$ cat src/rtl/req_data_initiator_if.sv
// Request-side bus of the a/b/req_data initiator: burst control in, request/status out.
interface req_data_initiator_if #(
   parameter int unsigned DATA_W = 8,
   parameter int unsigned CNT_W  = 8
) ();

   logic              start;
   logic [CNT_W-1:0]  num_req;
   logic [DATA_W-1:0] b_pattern;
   logic              flag;
   logic              a;
   logic              b;
   logic              req_data;
   logic              busy;
   logic              done;
   logic              timeout_err;
   logic [CNT_W-1:0]  req_count;

   // Initiator side: drives the request lines and burst status.
   modport master (
      input  start, num_req, b_pattern, flag,
      output a, b, req_data, busy, done, timeout_err, req_count
   );

   // Controller/responder side: launches bursts, acknowledges requests.
   modport slave (
      output start, num_req, b_pattern, flag,
      input  a, b, req_data, busy, done, timeout_err, req_count
   );

endinterface

$ cat src/rtl/req_data_initiator.sv
// Burst request initiator: issues num_req a/req_data requests carrying one
// b_pattern bit each, waits for a flag acknowledge with a bounded timeout,
// and leaves a gap between requests so every request is a fresh rising edge.
// All interface outputs are registered copies of the previous cycle's state.
module req_data_initiator #(
   parameter int unsigned DATA_W      = 8,
   parameter int unsigned CNT_W       = 8,
   parameter int unsigned ACK_TIMEOUT = 16,
   parameter int unsigned GAP_CYCLES  = 2
) (
   input  logic                 clk,
   input  logic                 rst_n,
   req_data_initiator_if.master bus
);

   localparam int unsigned IDX_W = (DATA_W > 1)      ? $clog2(DATA_W)      : 1;
   localparam int unsigned TMR_W = (ACK_TIMEOUT > 1) ? $clog2(ACK_TIMEOUT) : 1;
   localparam int unsigned GAP_W = (GAP_CYCLES > 1)  ? $clog2(GAP_CYCLES)  : 1;

   typedef enum logic [2:0] {
      ST_IDLE    = 3'd0,
      ST_ISSUE   = 3'd1,
      ST_WAIT    = 3'd2,
      ST_RELEASE = 3'd3,
      ST_GAP     = 3'd4,
      ST_DONE    = 3'd5
   } state_t;

   state_t              state_q, state_d;
   logic [CNT_W-1:0]    num_q,   num_d;
   logic [DATA_W-1:0]   pat_q,   pat_d;
   logic [IDX_W-1:0]    idx_q,   idx_d;
   logic [CNT_W-1:0]    cnt_q,   cnt_d;
   logic [TMR_W-1:0]    tmr_q,   tmr_d;
   logic [GAP_W-1:0]    gap_q,   gap_d;
   logic                terr_q,  terr_d;

   logic                a_q;
   logic                b_q;
   logic                busy_q;
   logic                done_q;

   // State, latched burst parameters and counters.
   always_ff @(posedge clk or negedge rst_n) begin
      if (!rst_n) begin
         state_q <= ST_IDLE;
         num_q   <= '0;
         pat_q   <= '0;
         idx_q   <= '0;
         cnt_q   <= '0;
         tmr_q   <= '0;
         gap_q   <= '0;
         terr_q  <= 1'b0;
      end else begin
         state_q <= state_d;
         num_q   <= num_d;
         pat_q   <= pat_d;
         idx_q   <= idx_d;
         cnt_q   <= cnt_d;
         tmr_q   <= tmr_d;
         gap_q   <= gap_d;
         terr_q  <= terr_d;
      end
   end

   // Next-state logic for the burst sequencer.
   always_comb begin
      state_d = state_q;
      num_d   = num_q;
      pat_d   = pat_q;
      idx_d   = idx_q;
      cnt_d   = cnt_q;
      tmr_d   = tmr_q;
      gap_d   = gap_q;
      terr_d  = terr_q;

      case (state_q)
         ST_IDLE: begin
            if (bus.start) begin
               terr_d = 1'b0;
               if (bus.num_req != '0) begin
                  num_d   = bus.num_req;
                  pat_d   = bus.b_pattern;
                  cnt_d   = '0;
                  idx_d   = '0;
                  state_d = ST_ISSUE;
               end else begin
                  state_d = ST_DONE;
               end
            end
         end

         ST_ISSUE: begin
            tmr_d   = '0;
            state_d = ST_WAIT;
         end

         ST_WAIT: begin
            // Acknowledge wins over timeout on the last allowed cycle.
            if (bus.flag) begin
               state_d = ST_RELEASE;
            end else if (tmr_q == TMR_W'(ACK_TIMEOUT - 1)) begin
               terr_d  = 1'b1;
               state_d = ST_DONE;
            end else begin
               tmr_d = tmr_q + TMR_W'(1);
            end
         end

         ST_RELEASE: begin
            if (cnt_q != num_q) begin
               cnt_d = cnt_q + CNT_W'(1);
            end
            idx_d = (idx_q == IDX_W'(DATA_W - 1)) ? '0 : idx_q + IDX_W'(1);
            gap_d = '0;
            state_d = (cnt_d == num_q) ? ST_DONE : ST_GAP;
         end

         ST_GAP: begin
            if (gap_q == GAP_W'(GAP_CYCLES - 1)) begin
               state_d = ST_ISSUE;
            end else begin
               gap_d = gap_q + GAP_W'(1);
            end
         end

         ST_DONE: begin
            state_d = ST_IDLE;
         end

         default: begin
            state_d = ST_IDLE;
         end
      endcase
   end

   // Registered interface outputs, one cycle behind the sequencer state.
   always_ff @(posedge clk or negedge rst_n) begin
      if (!rst_n) begin
         a_q    <= 1'b0;
         b_q    <= 1'b0;
         busy_q <= 1'b0;
         done_q <= 1'b0;
      end else begin
         a_q    <= (state_q == ST_ISSUE) || (state_q == ST_WAIT);
         b_q    <= ((state_q == ST_ISSUE) || (state_q == ST_WAIT)) && pat_q[idx_q];
         busy_q <= (state_q != ST_IDLE) && (state_q != ST_DONE);
         done_q <= (state_q == ST_DONE);
      end
   end

   assign bus.a           = a_q;
   assign bus.req_data    = a_q;
   assign bus.b           = b_q;
   assign bus.busy        = busy_q;
   assign bus.done        = done_q;
   assign bus.timeout_err = terr_q;
   assign bus.req_count   = cnt_q;

endmodule

$ cat src/flat_wrapper.sv
// flat-port wrapper written by rule: the top's interface ports become plain ports
module req_data_initiator_flat 
#(
   parameter int unsigned DATA_W      = 8,
   parameter int unsigned CNT_W       = 8,
   parameter int unsigned ACK_TIMEOUT = 16,
   parameter int unsigned GAP_CYCLES  = 2
)
  (clk, rst_n, bus_start, bus_num_req, bus_b_pattern, bus_flag, bus_a, bus_b, bus_req_data, bus_busy, bus_done, bus_timeout_err, bus_req_count);
  req_data_initiator_if #(.DATA_W(DATA_W), .CNT_W(CNT_W)) bus_i ();
  input  logic clk;
  input  logic rst_n;
  input wire logic [$bits(bus_i.start)-1:0] bus_start;
  input wire logic [$bits(bus_i.num_req)-1:0] bus_num_req;
  input wire logic [$bits(bus_i.b_pattern)-1:0] bus_b_pattern;
  input wire logic [$bits(bus_i.flag)-1:0] bus_flag;
  output wire logic [$bits(bus_i.a)-1:0] bus_a;
  output wire logic [$bits(bus_i.b)-1:0] bus_b;
  output wire logic [$bits(bus_i.req_data)-1:0] bus_req_data;
  output wire logic [$bits(bus_i.busy)-1:0] bus_busy;
  output wire logic [$bits(bus_i.done)-1:0] bus_done;
  output wire logic [$bits(bus_i.timeout_err)-1:0] bus_timeout_err;
  output wire logic [$bits(bus_i.req_count)-1:0] bus_req_count;
  assign bus_i.start = bus_start;
  assign bus_i.num_req = bus_num_req;
  assign bus_i.b_pattern = bus_b_pattern;
  assign bus_i.flag = bus_flag;
  assign bus_a = bus_i.a;
  assign bus_b = bus_i.b;
  assign bus_req_data = bus_i.req_data;
  assign bus_busy = bus_i.busy;
  assign bus_done = bus_i.done;
  assign bus_timeout_err = bus_i.timeout_err;
  assign bus_req_count = bus_i.req_count;
  req_data_initiator #(.DATA_W(DATA_W), .CNT_W(CNT_W), .ACK_TIMEOUT(ACK_TIMEOUT), .GAP_CYCLES(GAP_CYCLES)) u_core (.clk(clk), .rst_n(rst_n), .bus(bus_i));
endmodule
$ cat config.mk
export PLATFORM = sky130hd
export DESIGN_NAME = req_data_initiator_flat
export DESIGN_NICKNAME = d
export VERILOG_FILES = /design/src/rtl/req_data_initiator_if.sv /design/src/rtl/req_data_initiator.sv /design/src/flat_wrapper.sv
export SDC_FILE = /design/constraint.sdc
export NUM_CORES = 1
export LEC_CHECK = 0
export ABC_AREA = 1
export BUFFER_PORTS_ARGS = -buffer_cell sky130_fd_sc_hd__buf_2
export CORE_ASPECT_RATIO = 1.75
export CORE_UTILIZATION = 40
export DETAILED_ROUTE_END_ITERATION = 10
export HOLD_SLACK_MARGIN = 0.02
export SLEW_MARGIN = 10
export SYNTH_ARGS = -nofsm -noshare
export SYNTH_HDL_FRONTEND = slang
export SYNTH_SLANG_ARGS = --single-unit
$ cat constraint.sdc
create_clock -name clk -period 4.4 [get_ports clk]
set_input_delay 0.44 -clock clk [delete_from_list [all_inputs] [get_ports clk]]
set_output_delay 0.44 -clock clk [all_outputs]
set_load 0.005 [all_outputs]
==> impl_metrics.json <==
{
  "status": "finished clean",
  "cts.path.max_buffers": 2,
  "route.met3.wl_um": 116,
  "fill_cells": 585,
  "skew_ps": 4.76,
  "pre_cts_ws_ps": 2210,
  "pwr-share-clk": 0.163,
  "drt_pass1_iterations": 4,
  "powerDensity_mw_per_mm2": 553,
  "hold_slack_ps": 284,
  "yosysSeqAreaShare": 0.444,
  "worstSetupPathType": "reg -> reg",
  "switchingPower_mw": 0.577,
  "first_global_vias": 1978,
  "ff2ff_path_depth": 13,
  "clock-root-buffer": "clkbuf_8",
  "post-place-cells": 397,
  "die_area_mm2": 0.00595,
  "die_h_um": 101,
  "dpl.hpwl_um": 3890,
  "synth.mux.area_fraction": 0.0400,
  "synth_xor_area_frac": 0.0233,
  "cts_hold_buf": 0,
  "p_int_mw": 0.839,
  "slew_headroom": 0.393,
  "post_cts_resized": 0,
  "postCtsSetupRepairBufs": 0,
  "maxCapViolCount": 0,
  "yosysWarnings": 0,
  "port_buffers": 33,
  "crit_path_end_kind": "flip-flop",
  "antenna_found_initial": 0,
  "stdcell_area_mm2": 0.00256,
  "start_util": 0.422,
  "dr_wl_met2_um": 2850,
  "setup_viol_count_final": 0,
  "synth_cell_types": 30,
  "synthSimpleGateAreaFrac": 0.279,
  "place_congestion": 0.829,
  "synth_top_family_by_area": "simple AND/OR/NAND/NOR gates",
  "worst_pin_slew_ps": 910,
  "critical_path_peak_fanout": 9,
  "wl_per_cell_um": 12.7,
  "vias": 1978,
  "area_delta_synth_final_pct": 13.7,
  "leakage_nw": 1.33,
  "max_freq_mhz": 526,
  "fin_ws_ps": 2500,
  "synth_compound_area_frac": 0.104,
  "grt_max_degree": 41,
  "cts_buffers": 5,
  "drc_errors": 0,
  "reg2reg_to": "u_core.state_q[0]",
  "synth_fa_ha_area_frac": 0.0222,
  "insertedDiodeCount": 0,
  "drive_gt1_frac": 0.185,
  "seq_power_share": 0.427,
  "insertion_delay_ps": 290,
  "switching_share": 0.408,
  "critPathArrivalTime_ps": 2120,
  "crit_required_ps": 4620,
  "avgSynthCellArea_um2": 7.66,
  "vdd_drop_max_mv": 0.301,
  "nNetsFinal": 354,
  "io_pins": 34,
  "top_layer_used": "met4",
  "rr_startpoint": "u_core.bus.req_count[0]",
  "rows": 35,
  "coreArea_mm2": 0.00534,
  "die_x_um": 58.7,
  "vias_per_cell": 4.90,
  "wl_met1_um": 2060,
  "dpl-instance-area_mm2": 0.00248,
  "htreeDepth": 2,
  "synthCells": 294,
  "hold_viol_final": 0,
  "grt_overflow": 0,
  "slew_viol_final": 0,
  "fin_cells": 404,
  "cts_tree": "done",
  "r2r_slack_ps": 2500,
  "synthesis.area_mm2": 0.00225,
  "layout_min_cycle_time_ps": 1900,
  "grt_first_pass_wirelength_um": 8700,
  "period_share": 0.432,
  "ant_nets": 0,
  "cts.sinks": 40,
  "ys_seq_elements": 40,
  "rsz0062_at_grt": "false",
  "pwr-share-comb": 0.410,
  "path_clk_slew_ps": 80,
  "critPathLaunchType": "flip-flop",
  "totalWireLength_um": 5110,
  "setup_tns_ps": 0,
  "hold_class": "in -> async",
  "track_usage": 0.195,
  "syn_nets": 318,
  "drt_first_iter_violations": 91
}
## how the worst max path moves through the flow
stage	depth (start not counted)	endpoint	from	slack [ps]
after global routing	12	u_core.state_q[0]	u_core.bus.req_count[0]	2240
after detailed placement	6	u_core.idx_q[1]	bus_num_req[1]	2210
final	13	u_core.state_q[0]	u_core.bus.req_count[0]	2500
after global placement	6	u_core.bus.req_count[6]	bus_num_req[1]	2270
after floorplan	5	u_core.pat_q[5]	bus_num_req[1]	2800
after CTS	13	u_core.state_q[0]	u_core.bus.req_count[0]	2470
## layer usage
layer  up-vias  GRT usage
met5         -          0
met4         0     0.0733
met3         5     0.0281
met2        30      0.374
met1       926      0.208
li1       1017          -
## critical path, stage by stage, from the launching register on
cell and delay (ps):
dfrtp_1 460, inv_1 80, nand2_1 40, nand2_1 140
nand2_1 110, nor2_4 250, nand3_1 140, nand3_1 100
nand2_1 60, inv_1 60, nand2_1 40, nor2_1 110
nand2_1 100, a21oi_2 130
## kinds of logic after synthesis
family	after synthesis
AOI/OAI and AO/OA	42
xor gates and xnor gates	6
adders and majority gates	4
buffers and inverters	49
DFF	40
muxes	8
and+or+nand+nor	145
## layout make-up
cell class	instances	area, µm²	share of cell area
sequential	40	1000	0.391
inverter	45	169	0.0660
clock inverter	1	5.00	0.00196
multi-input combinational	205	1050	0.412
tap	74	92.6	0.0362
timing repair buffer	33	165	0.0645
clock buffer	6	72.6	0.0283
## power groups by stage
| stage | Combinational, mW | Sequential (mW) | Clock (mW) |
|---|---|---|---|
| 2_1_floorplan | 0.445 | 0.589 | 0 |
| 3_3_place_gp | 0.584 | 0.609 | 0 |
| 3_5_place_dp | 0.589 | 0.611 | 0 |
| 4_1_cts | 0.594 | 0.605 | 0.238 |
| 5_1_grt | 0.677 | 0.624 | 0.254 |
| 6_report | 0.581 | 0.605 | 0.230 |
## synth_stat cells
| cell | instances | share of area |
|---|---|---|
| nand2_1 | 68 | 0.11 |
| inv_1 | 43 | 0.072 |
| dfrtp_1 | 40 | 0.44 |
| nor2_1 | 36 | 0.060 |
| nand3_1 | 25 | 0.056 |
| o21ai_0 | 16 | 0.036 |
| a21oi_1 | 14 | 0.031 |
| mux2_2 | 8 | 0.040 |
| o22ai_1 | 7 | 0.019 |
| ha_1 | 4 | 0.022 |
| nand2_2 | 4 | 0.011 |
| nor2_2 | 3 | 0.0083 |
| xnor2_1 | 3 | 0.012 |
| xor2_1 | 3 | 0.012 |
| inv_2 | 2 | 0.0033 |
| nor2_4 | 2 | 0.010 |
| nor3_1 | 2 | 0.0044 |
| nor4_1 | 2 | 0.0056 |
| a21oi_2 | 1 | 0.0039 |
| a22o_1 | 1 | 0.0039 |
| a22oi_1 | 1 | 0.0033 |
| a31o_2 | 1 | 0.0039 |
| a31oi_1 | 1 | 0.0028 |
| buf_2 | 1 | 0.0022 |
| buf_4 | 1 | 0.0033 |
| buf_6 | 1 | 0.0050 |
| clkbuf_1 | 1 | 0.0017 |
| nand3_2 | 1 | 0.0044 |
| nand3b_1 | 1 | 0.0033 |
| nand4_1 | 1 | 0.0028 |
## layout by cell type, fill, tap and decap left out, types with 4 or more instances in the layout
cell,count
a21oi_1,14
buf_2,33
clkbuf_8,5
dfrtp_1,40
ha_1,4
inv_1,43
mux2_2,8
nand2_1,68
nand2_2,4
nand3_1,25
nor2_1,36
o21ai_0,16
o22ai_1,7
## flip-flops by register name, indices dropped and copies added (netlist names)
name	cells
u_core.bus.busy	1
u_core.tmr_q	4
u_core.bus.b	1
u_core.bus.timeout_err	1
u_core.gap_q	1
u_core.num_q	8
u_core.bus.done	1
u_core.idx_q	3
u_core.bus.req_count	8
u_core.state_q	3
u_core.bus.a	1
u_core.pat_q	8
## metrics by stage
stage,power (mW),util
after detailed placement,1.20,0.465
after CTS,1.44,0.479
after floorplan,1.03,-
after global placement,1.19,0.465
after global routing,1.56,0.479
final,1.42,0.479
Note: power is estimated with default switching activity, not from simulation.
